**src/rtl/seq_div_pkg.sv**
```systemverilog
// Shared types and helpers for the sequential divider.
package seq_div_pkg;

  // One state encoding used by both the controller and the datapath
  typedef enum logic [1:0] {
    IDLE    = 2'd0,
    OPERATE = 2'd1,
    DONE    = 2'd2
  } div_state_t;

  localparam int XLEN_DEFAULT = 16;

  // Width of the step counter; it counts XLEN-1 down to 0
  function automatic int cnt_width(input int xlen);
    return $clog2(xlen);
  endfunction

endpackage

```
**src/rtl/seq_div_if.sv**
```systemverilog
// Operand and result handshake bundle for the sequential divider.
interface seq_div_if #(
  parameter int XLEN = 16
) ();

  logic            in_valid;
  logic            in_ready;
  logic [XLEN-1:0] dividend;
  logic [XLEN-1:0] divisor;
  logic            out_valid;
  logic            out_ready;
  logic [XLEN-1:0] quotient;
  logic [XLEN-1:0] remainder;
  logic            div_by_zero;

  // Producer of operands and consumer of results
  modport master (
    output in_valid, dividend, divisor, out_ready,
    input  in_ready, out_valid, quotient, remainder, div_by_zero
  );

  // The divider itself
  modport slave (
    input  in_valid, dividend, divisor, out_ready,
    output in_ready, out_valid, quotient, remainder, div_by_zero
  );

endinterface

```
**src/rtl/seq_div_datapath.sv**
```systemverilog
// Restoring shift-subtract datapath: quotient/remainder/divisor registers,
// step counter and the one trial subtractor.
module seq_div_datapath
  import seq_div_pkg::*;
#(
  parameter int XLEN = XLEN_DEFAULT
) (
  input  logic            clk,
  input  logic            reset,
  input  div_state_t      state,
  input  logic            load,
  input  logic [XLEN-1:0] dividend,
  input  logic [XLEN-1:0] divisor,
  output logic [XLEN-1:0] q,
  output logic [XLEN-1:0] r,
  output logic            dbz,
  output logic            count_zero
);

  localparam int CNT_W = cnt_width(XLEN);

  logic [XLEN-1:0]  q_reg;
  logic [XLEN-1:0]  r_reg;
  logic [XLEN-1:0]  d_reg;
  logic [CNT_W-1:0] count;
  logic             dbz_reg;
  logic [XLEN:0]    rs;
  logic [XLEN:0]    trial;
  logic             q_bit;

  // Trial subtraction of the divisor from the shifted partial remainder
  always_comb begin
    rs    = {r_reg, q_reg[XLEN-1]};
    trial = rs - {1'b0, d_reg};
    q_bit = ~trial[XLEN];
  end

  // Load operands on accept (divide-by-zero result is set immediately), then one step per OPERATE cycle
  always_ff @(posedge clk) begin
    if (reset) begin
      q_reg   <= '0;
      r_reg   <= '0;
      d_reg   <= '0;
      count   <= '0;
      dbz_reg <= 1'b0;
    end else if (load) begin
      d_reg <= divisor;
      count <= CNT_W'(XLEN - 1);
      if (divisor == '0) begin
        q_reg   <= '1;
        r_reg   <= dividend;
        dbz_reg <= 1'b1;
      end else begin
        q_reg   <= dividend;
        r_reg   <= '0;
        dbz_reg <= 1'b0;
      end
    end else if (state == OPERATE) begin
      r_reg <= q_bit ? trial[XLEN-1:0] : rs[XLEN-1:0];
      q_reg <= {q_reg[XLEN-2:0], q_bit};
      count <= count - CNT_W'(1);
    end
  end

  assign q          = q_reg;
  assign r          = r_reg;
  assign dbz        = dbz_reg;
  assign count_zero = (count == '0);

endmodule

```
**src/rtl/seq_div.sv**
```systemverilog
// Unsigned sequential divider, one quotient bit per cycle, with valid/ready
// handshakes on operands and results.
module seq_div
  import seq_div_pkg::*;
#(
  parameter int XLEN = XLEN_DEFAULT
) (
  input  logic     clk,
  input  logic     reset,
  seq_div_if.slave bus
);

  div_state_t      state;
  div_state_t      state_nxt;
  logic            load;
  logic            in_ready;
  logic            out_valid;
  logic            count_zero;
  logic [XLEN-1:0] q;
  logic [XLEN-1:0] r;
  logic            dbz;

  // State register
  always_ff @(posedge clk) begin
    if (reset) state <= IDLE;
    else       state <= state_nxt;
  end

  // Next state: divide-by-zero skips the stepping phase entirely
  always_comb begin
    state_nxt = state;
    case (state)
      IDLE:    if (bus.in_valid) state_nxt = (bus.divisor == '0) ? DONE : OPERATE;
      OPERATE: if (count_zero)   state_nxt = DONE;
      DONE:    if (bus.out_ready) state_nxt = IDLE;
      default: state_nxt = IDLE;
    endcase
  end

  // Handshake outputs and the load strobe for the datapath
  always_comb begin
    in_ready  = (state == IDLE);
    out_valid = (state == DONE);
    load      = in_ready && bus.in_valid;
  end

  seq_div_datapath #(.XLEN(XLEN)) u_datapath (
    .clk        (clk),
    .reset      (reset),
    .state      (state),
    .load       (load),
    .dividend   (bus.dividend),
    .divisor    (bus.divisor),
    .q          (q),
    .r          (r),
    .dbz        (dbz),
    .count_zero (count_zero)
  );

  // Results are forced to zero whenever they are not valid
  assign bus.in_ready    = in_ready;
  assign bus.out_valid   = out_valid;
  assign bus.quotient    = out_valid ? q : '0;
  assign bus.remainder   = out_valid ? r : '0;
  assign bus.div_by_zero = out_valid & dbz;

endmodule

```
**src/flat_wrapper.sv**
```systemverilog
// flat-port wrapper written by rule: the top's interface ports become plain ports
module seq_div_flat import seq_div_pkg::*;
#(
  parameter int XLEN = XLEN_DEFAULT
)
  (clk, reset, bus_in_valid, bus_dividend, bus_divisor, bus_out_ready, bus_in_ready, bus_out_valid, bus_quotient, bus_remainder, bus_div_by_zero);
  seq_div_if #(.XLEN(XLEN)) bus_i ();
  input  logic clk;
  input  logic reset;
  input wire logic [$bits(bus_i.in_valid)-1:0] bus_in_valid;
  input wire logic [$bits(bus_i.dividend)-1:0] bus_dividend;
  input wire logic [$bits(bus_i.divisor)-1:0] bus_divisor;
  input wire logic [$bits(bus_i.out_ready)-1:0] bus_out_ready;
  output wire logic [$bits(bus_i.in_ready)-1:0] bus_in_ready;
  output wire logic [$bits(bus_i.out_valid)-1:0] bus_out_valid;
  output wire logic [$bits(bus_i.quotient)-1:0] bus_quotient;
  output wire logic [$bits(bus_i.remainder)-1:0] bus_remainder;
  output wire logic [$bits(bus_i.div_by_zero)-1:0] bus_div_by_zero;
  assign bus_i.in_valid = bus_in_valid;
  assign bus_i.dividend = bus_dividend;
  assign bus_i.divisor = bus_divisor;
  assign bus_i.out_ready = bus_out_ready;
  assign bus_in_ready = bus_i.in_ready;
  assign bus_out_valid = bus_i.out_valid;
  assign bus_quotient = bus_i.quotient;
  assign bus_remainder = bus_i.remainder;
  assign bus_div_by_zero = bus_i.div_by_zero;
  seq_div #(.XLEN(XLEN)) u_core (.clk(clk), .reset(reset), .bus(bus_i));
endmodule
```
**config.mk**
```make
export PLATFORM = sky130hd
export DESIGN_NAME = seq_div_flat
export DESIGN_NICKNAME = d
export VERILOG_FILES = /design/src/rtl/seq_div_pkg.sv /design/src/rtl/seq_div_if.sv /design/src/rtl/seq_div_datapath.sv /design/src/rtl/seq_div.sv /design/src/flat_wrapper.sv
export SDC_FILE = /design/constraint.sdc
export NUM_CORES = 1
export LEC_CHECK = 0
export ABC_CLOCK_PERIOD_IN_PS = 2900
export CAP_MARGIN = 10
export CORE_MARGIN = 1
export CORE_UTILIZATION = 30
export CTS_CLUSTER_DIAMETER = 80
export DETAILED_ROUTE_END_ITERATION = 8
export GPL_TIMING_DRIVEN = 0
export PLACE_DENSITY = 0.56
export SETUP_SLACK_MARGIN = 0.4
export SYNTH_ARGS = -nofsm -noshare
export SYNTH_HDL_FRONTEND = slang
export SYNTH_SLANG_ARGS = --single-unit
```
**constraint.sdc**
```tcl
create_clock -name clk -period 2.9 [get_ports clk]
set_input_delay 0.58 -clock clk [delete_from_list [all_inputs] [get_ports clk]]
set_output_delay 0.58 -clock clk [all_outputs]
set_load 0.03 [all_outputs]
```
== After elaboration in Yosys (flattened, before gate mapping) ==
Index checks and enable logic that the tools add are counted.

* Output and inout port bits: 35
* Logic and storage cells: 38
* Input bits: 36
* Register bits: 55

* Mux-type cells: 17
* Eq/ne operators: 5
* Add/subtract/negate cells: 2
* Reductions and logical operators: 6
* Bitwise logic cells: 2

{| class="wikitable"
|+ Operators by type and width
! operator !! number
|-
| 2-to-1 mux 16 bit || 9
|-
| subtractor 17 x 16 -> 17 bit || 1
|-
| zero test 16 bit || 1
|-
| 2-to-1 mux 2 bit || 4
|-
| 2-to-1 mux 4 bit || 2
|-
| one-hot mux 2 bit (3 select lines) || 1
|-
| zero test 4 bit || 1
|-
| inequality test 2 bit (second input constant) || 2
|-
| subtractor 4 x 1 -> 4 bit (second input constant) || 1
|-
| AND reduction 3 bit || 1
|-
| equality test 2 x 1 -> 1 bit (second input constant) || 1
|-
| equality test 2 bit (second input constant) || 1
|-
| zero test 2 bit || 1
|-
| inequality test 2 x 1 -> 1 bit (second input constant) || 1
|-
| nonzero test 2 bit || 1
|-
| bitwise AND 1 bit || 1
|-
| logical AND 1 bit || 1
|-
| 2-to-1 mux 1 bit || 1
|-
| inverter 1 bit || 1
|}

== Logic depth before layout (Yosys ltp) ==
Gate-level depths: netlist of the first run.

* Word-level depth: 4
* Gate-level depth with buffers: 10
* Mapped depth without buffers: 9

== Cells and area by module ==
Synthesis of the first run repeated with hierarchy kept, for this count alone.

* Cells, all modules: 465
* Area, all modules: 3732.3 sq um

{| class="wikitable"
|+ Modules (own cells, without submodules)
! module !! cells an instance !! instances !! sequential area each (sq um) !! area each (sq um)
|-
| seq_div_datapath || 411 || 1 || 1061.0 || 3342.0
|-
| seq_div || 54 || 1 || 40.0 || 390.4
|}

== Least setup slack after synthesis of the first run ==
OpenSTA, ideal clock, no wires.

* Path type: register to register
* Start point: register u_core.u_datapath.q_reg[15], in the netlist u_core.u_datapath.q[15]
* End point: register u_core.u_datapath.r_reg[14], in the netlist u_core.u_datapath.r[14]
* Required time: 2.778 ns
* Slack: 0.688 ns
* Stages on the path, launching flop included: 10
* Path buffers: 0
* Data arrival time: 2.090 ns
* Library setup time: 0.122 ns
* Clock period less this slack: 2.212 ns
* Path through: dfxtp_1 > inv_1 > ha_1 > fa_1 > nand2b_1 > a21o_1 > a2111oi_0 > nand3b_1 > xor2_1 > a311o_1

* Word-level cells in the longest chain between the ends: 4

{| class="wikitable"
|+ Ends and longest elaborated chain
! element !! line !! source
|-
| from (decl) || seq_div_datapath.sv:22 || <nowiki>logic [XLEN-1:0] q_reg;</nowiki>
|-
| from (signal assigned) || seq_div_datapath.sv:54 || <nowiki>q_reg <= dividend;</nowiki>
|-
| from (signal assigned) || seq_div_datapath.sv:60 || <nowiki>q_reg <= {q_reg[XLEN-2:0], q_bit};</nowiki>
|-
| subtractor 17 x 16 -> 17 bit || seq_div_datapath.sv:34 || <nowiki>trial = rs - {1'b0, d_reg};</nowiki>
|-
| 2-to-1 mux 16 bit || seq_div_datapath.sv:59 || <nowiki>r_reg <= q_bit ? trial[XLEN-1:0] : rs[XLEN-1:0];</nowiki>
|-
| 2-to-1 mux 16 bit || seq_div_datapath.sv:58 || <nowiki>end else if (state == OPERATE) begin</nowiki>
|-
| 2-to-1 mux 16 bit || seq_div_datapath.sv:46 || <nowiki>end else if (load) begin</nowiki>
|-
| to (signal assigned) || seq_div_datapath.sv:51 || <nowiki>r_reg <= dividend;</nowiki>
|-
| to (signal assigned) || seq_div_datapath.sv:59 ||
|-
| to (decl) || seq_div_datapath.sv:23 || <nowiki>logic [XLEN-1:0] r_reg;</nowiki>
|}

No other way between the ends. The select of a mux whose other input is x is not followed.
A chain may end at the register's enable or synchronous reset.

== Final worst setup path of the first run ==
* Start point: register u_core.u_datapath.d_reg[11]
* End point: register u_core.u_datapath.r_reg[14], in the netlist u_core.u_datapath.r[14]

* Word-level cells in the longest chain between the ends: 4

{| class="wikitable"
|+ Ends and longest elaborated chain
! element !! line !! source
|-
| from (decl) || seq_div_datapath.sv:24 || <nowiki>logic [XLEN-1:0] d_reg;</nowiki>
|-
| from (signal assigned) || seq_div_datapath.sv:47 || <nowiki>d_reg <= divisor;</nowiki>
|-
| subtractor 17 x 16 -> 17 bit || seq_div_datapath.sv:34 ||
|-
| 2-to-1 mux 16 bit || seq_div_datapath.sv:59 ||
|-
| 2-to-1 mux 16 bit || seq_div_datapath.sv:58 ||
|-
| 2-to-1 mux 16 bit || seq_div_datapath.sv:46 ||
|}

No other way between the ends. The select of a mux whose other input is x is not followed.

==> metrics.yaml, run 1 <==
num_vias: 3960
final.min_clock_period_ns: 2.42
finalSetupTns_ns: 0
gp_congestion: 0.874
ys_ff_latch: 55
relSlewSlack: 0.555
wl_per_cell_um: 17.3
htreeDepth: 2
grt_pass1_vias: 3700
die-area_mm2: 0.0129
ios: 71
routed_wl_mm: 12.8
crit_chain: "inv_1 > ha_2 > a21oi_4 > o21ai_1 > a21o_1 > or3_4 > and2_4 > buf_6 > a311o_1"
dpl-instance-area_mm2: 0.00463
cts_root_buf: "clkbuf_16"
hold_depth: 2
grt_max_degree: 19
final_common_cell: "nand2_1"
maxSlewViolCount: 0
cts_num_sinks: 55
timing.final.crit_share: 0.833
power_leakage_nw: 1.99
combinationalPowerShare: 0.582
grt_pass1_wl_mm: 19.8
crit_slowest_cell: "or3_4"
end_kind: "register"
power.internal_mw: 2.14
fin_skew_ns: 0.00386
hold_viol_final: 0
final_area_mm2: 0.00486
reg2regPathDepth: 9
drt_iter0_drc: 275
postCtsHoldBufs: 0
gr-total-overflow: 0
hold_end: "u_core.u_datapath.d_reg[4]"
synth_area_leaders: "dfxtp_1 30%, nand2_1 8.6%, a21oi_1 7.8%"
netlist_instances: 491
nets: 627
worstPathRequired_ns: 3.09
irDropWorstVdd_mv: 0.382
initial_core_util: 0.309
p_sw_frac: 0.450
synth_edf_count: 0
critPathTopFamily: "compound AO/OA/AOI/OAI gates"
critPathBufInv: 2
rsz0062_at_grt: "false"
detail-route-antenna-nets: 0
yosys.area.top_type: "dfxtp_1"
drc: 0
grt_use_total: 0.199
clockPowerShare: 0.163
mostFrequentLayoutCells: "84 x nand2_1, 56 x a21oi_1, 50 x dfxtp_1"
yosysUniqueCellTypes: 58
min-delay-start: "u_core.u_datapath.d_reg[4]"
r2r-start: "u_core.u_datapath.d_reg[11]"
setup_viol: 0
drive_gt1_frac: 0.122
cts.reportedPaths.clkPinSlew_ns: 0.08
synth_seq_area_share: 0.296
tightestPinTransition_ns: 0.667
synth_ff_type: "dfxtp_1"
num_rows: 40
synthDominantCellAreaShare: 0.296
cts_buffers: 5
die_w_um: 113
die_height_um: 113
reg2reg_to: "u_core.u_datapath.r[14]"
fmax_ghz: 0.414
layout_setup_ws_ns: 0.484
design.core.area_mm2: 0.0121
cts_tree: "built"
routed_via_density: 5.34
start_kind: "register"
r2r_slack_ns: 0.48
slowest_delay_ns: 0.37
area_delta_synth_final_pct: 30.6
min_path_type: "reg2reg"
seqPwrFrac: 0.255
synth_area_per_cell_um2: 7.58
synth_area_mm2: 0.00372
fillerInstances: 1284
crit_fanout: 10
switchingPower_mw: 1.76
yosysWarnings: 0
cts_buffer_depth: 2
first_pass_iters: 5
cp.arrival_ns: 2.60
cellPowerDensity_mw_per_mm2: 801
n_antenna_cell: 0
crit_type: "reg2reg"
insertion_delay_ns: 0.30
io_buffers: 70
status: "finished clean"
drv_cap: 0
antenna_found_initial: 0
pre_cts_slack_ns: -0.298
synthArstFlopShare: 0
dp_hpwl_mm: 9.87
syn-num-nets: 545
==> stage by stage <==
stage	hold slack (ns)	utilization	cells	power, mW
CTS	0.459	0.396	737	3.77
global route	0.479	0.403	742	4.13
floorplan	0.436	-	491	2.50
detailed placement	0.448	0.384	729	3.10
finish	0.457	0.403	742	3.90
global placement	0.449	0.384	729	3.08
==> power by group through the flow <==
| stage | Clock, mW | Sequential, mW | Combinational [mW] |
|---|---|---|---|
| floorplan | 0 | 0.954 | 1.55 |
| CTS | 0.650 | 0.992 | 2.13 |
| finish | 0.634 | 0.995 | 2.27 |
| global route | 0.670 | 1.01 | 2.45 |
| detailed placement | 0 | 1.01 | 2.09 |
| global placement | 0 | 1.00 | 2.08 |
==> kinds of logic after synthesis <==
kind of cell    Yosys count  synth area share
xor+xnor                 13            0.0306
flops                    55             0.296
fa+ha+maj                18            0.0625
simple gates            185             0.242
buf+inv                  54            0.0628
compound gates          166             0.306
==> timing repair <==
action,CTS,global route
resized for setup,45,47
pin swaps,1,4
endpoints found under the setup margin,60,67
setup buffers,0,5
cloned,0,0
==> worst max path at each step <==
stage | startpoint | endpoint | slack, ns | cells after the start
2_1_floorplan | u_core.u_datapath.q[15] | u_core.u_datapath.r[14] | 0.69 | 9
3_3_place_gp | bus_divisor[4] | u_core.u_datapath.r[12] | -0.31 | 8
3_5_place_dp | bus_divisor[4] | u_core.u_datapath.r[12] | -0.30 | 8
4_1_cts | u_core.u_datapath.q[15] | u_core.u_datapath.r[14] | 0.40 | 9
5_1_grt | u_core.u_datapath.d_reg[11] | u_core.u_datapath.r[14] | 0.39 | 9
6_report | u_core.u_datapath.d_reg[11] | u_core.u_datapath.r[14] | 0.48 | 9
==> cell type report <==
cell class	count	area (µm²)	area share
flip-flops and latches	55	1110	0.228
plain buffers	31	165	0.0340
well taps	168	210	0.0432
inverters	23	86.3	0.0177
clock inverters	3	23.8	0.00489
clock buffers	5	125	0.0257
repair buffers	75	681	0.140
multi-input cells	382	2470	0.507
==> layer usage <==
layer  share of wire  track usage  up-vias
li1                -            -     1937
met2            0.45        0.314      118
met4           0.024       0.0570        0
met5               0            0        -
met1            0.47        0.281     1881
met3           0.057       0.0276       24
==> worst reg2reg max path, stage by stage, from the launching register on <==
cell and delay [ns]:
dfxtp_1 0.34, inv_1 0.08, ha_2 0.36, a21oi_4 0.20, o21ai_1 0.13, a21o_1 0.23, or3_4 0.38, and2_4 0.19
buf_6 0.14, a311o_1 0.26
==> Yosys cell counts, drive strengths merged, types with 9 or more instances <==
master  count
buf         9
clkbuf     22
o21ai      18
o211ai      9
dfxtp      55
ha         17
nand2      85
nor2       21
inv        23
and2       35
a22oi      16
o221ai     20
a21oi      62
Power figures use the tool's default switching activity.
==> inputs of run 2 (changes only) <==
--- a/config.mk
+++ b/config.mk
@@ -5,14 +5,14 @@
 export SDC_FILE = /design/constraint.sdc
 export NUM_CORES = 1
 export LEC_CHECK = 0
-export ABC_CLOCK_PERIOD_IN_PS = 2900
+export ABC_CLOCK_PERIOD_IN_PS = 2060
 export CAP_MARGIN = 10
 export CORE_MARGIN = 1
 export CORE_UTILIZATION = 30
 export CTS_CLUSTER_DIAMETER = 80
 export DETAILED_ROUTE_END_ITERATION = 8
 export GPL_TIMING_DRIVEN = 0
-export PLACE_DENSITY = 0.56
+export PLACE_DENSITY = 0.58
 export SETUP_SLACK_MARGIN = 0.4
 export SYNTH_ARGS = -nofsm -noshare
 export SYNTH_HDL_FRONTEND = slang
==> constraint.sdc (replaced) <==
create_clock -name clk -period 2.06 [get_ports clk]
set_input_delay 0.412 -clock clk [delete_from_list [all_inputs] [get_ports clk]]
set_output_delay 0.412 -clock clk [all_outputs]
set_load 0.03 [all_outputs]
==> metrics.yaml, run 2 (synthesis gave the netlist of run 1 again) <==
worstPathRequired_ns: 2.25
first_pass_iters: 5
num_vias: 4289
routed_wl_mm: 14.5
die_height_um: 113
crit_chain: "ha_4 > a21oi_2 > o21ai_1 > a21o_1 > or3_4 > and2_4 > buf_4 > a311o_1"
cp.arrival_ns: 2.48
reg2regPathDepth: 8
insertion_delay_ns: 0.30
fin_skew_ns: 0.00690
cts_buffers: 5
hold_depth: 3
grt_use_total: 0.218
grt_pass1_wl_mm: 21.8
cts_tree: "built"
power_leakage_nw: 2.28
hold_viol_final: 0
cts_buffer_depth: 2
grt_max_degree: 19
layout_setup_ws_ns: -0.230
finalSetupTns_ns: -3.10
tightestPinTransition_ns: 0.540
area_delta_synth_final_pct: 59.4
die-area_mm2: 0.0129
postCtsHoldBufs: 0
detail-route-antenna-nets: 0
violations: "setup timing"
dpl-instance-area_mm2: 0.00481
io_buffers: 70
min_path_type: "in2reg"
crit_slowest_cell: "dfxtp_1"
n_antenna_cell: 0
htreeDepth: 2
setup_viol: 17
drc: 0
die_w_um: 113
crit_fanout: 5
irDropWorstVdd_mv: 0.671
drv_cap: 0
slowest_delay_ns: 0.49
final_cells: 779
pre_cts_slack_ns: -0.838
drive_gt1_frac: 0.432
antenna_found_initial: 0
dp_hpwl_mm: 10.0
crit_type: "reg2reg"
design.core.area_mm2: 0.0121
r2r_slack_ns: -0.23
critPathBufInv: 1
final_core_util: 0.492
final_common_cell: "nand2_1"
cts_num_sinks: 55
timing.final.crit_share: 1.11
start_kind: "register"
final.min_clock_period_ns: 2.29
end_kind: "register"
fmax_ghz: 0.437
cellPowerDensity_mw_per_mm2: 1150
ios: 71
placed_cells: 729
mostFrequentLayoutCells: "82 x nand2_1, 55 x buf_6, 49 x a21oi_1"
drt_iter0_drc: 334
wl_per_cell_um: 18.6
path_depth: 8
relSlewSlack: 0.638
rsz0062_at_grt: "true"
status: "complete, but fails checks"
grt_pass1_vias: 4145
cts_root_buf: "clkbuf_16"
gp_congestion: 0.909
num_rows: 40
critPathTopFamily: "compound AO/OA/AOI/OAI gates"
nets: 664
final_area_mm2: 0.00593
cts.reportedPaths.clkPinSlew_ns: 0.08
gr-total-overflow: 0
maxSlewViolCount: 0
routed_via_density: 5.51
initial_core_util: 0.309
## run 2: changes by cell type in the layout (fill, tap and decap cells not counted), moves of 14 or more
| cell | before | now |
|---|---|---|
| dfxtp_1 | 50 | 36 |
| clkdlybuf4s50_1 | 36 | 18 |
| buf_4 | 7 | 29 |
| o221ai_2 | 0 | 18 |
| and2_1 | 34 | 1 |
| buf_6 | 3 | 55 |
| dlygate4sd2_1 | 22 | 1 |
| o221ai_1 | 20 | 1 |
| and2_4 | 1 | 34 |
## run 2: through the flow
step / total power, mW / hold slack (ns)
6_report: 6.82 / 0.346
5_1_grt: 7.13 / 0.360
4_1_cts: 6.41 / 0.387
3_5_place_dp: 4.49 / 0.447
3_3_place_gp: 4.48 / 0.447
2_1_floorplan: 3.66 / 0.436
## run 2: routing by layer
metal,up-vias,part of all wire,GRT usage
met5,-,0,0
met3,35,0.063,0.0287
met1,2065,0.43,0.292
met2,181,0.47,0.360
met4,0,0.031,0.0789
li1,2008,-,-
## run 2: worst paths after layout
| check | startpoint | to |
|---|---|---|
| worst max-delay path | u_core.u_datapath.r[14] | u_core.u_datapath.r[10] |
| worst max register to register | u_core.u_datapath.r[14] | u_core.u_datapath.r[10] |
| worst min-delay path | bus_divisor[13] | u_core.u_datapath.d_reg[13] |
| worst min register to register | u_core.u_datapath.d_reg[8] | u_core.u_datapath.d_reg[8] |
## run 2: final cells by class
class	instances	area (µm²)
inverters	23	91.3
plain buffers	31	289
multi-input cells	382	2980
clock buffers	5	125
flip-flops and latches	55	1130
clock inverters	3	23.8
repair buffers	112	1090
fillers	1184	6130
well taps	168	210
## run 2: what timing repair did
| action | 4_1_cts | 5_1_grt |
|---|---|---|
| endpoints found under the setup margin | 90 | 88 |
| buffers inserted | 28 | 11 |
| cloned | 2 | 1 |
| resized for setup | 431 | 55 |
| pin swaps | 41 | 15 |
## run 2: power by group
group | switching, mW | internal (mW) | total [mW] | leakage (nW)
Combinational | 2.27 | 2.19 | 4.46 | 1.75
Clock | 0.450 | 0.460 | 0.909 | 0.0717
Sequential | 0.225 | 1.23 | 1.45 | 0.460
Total | 2.95 | 3.88 | 6.82 | 2.28
## run 2: worst reg2reg max path, cell delays in order, from the launching register on
cell and delay [ns]:
dfxtp_1 0.49, ha_4 0.27, a21oi_2 0.15, o21ai_1 0.09, a21o_1 0.21, or3_4 0.43
and2_4 0.17, buf_4 0.13, a311o_1 0.25
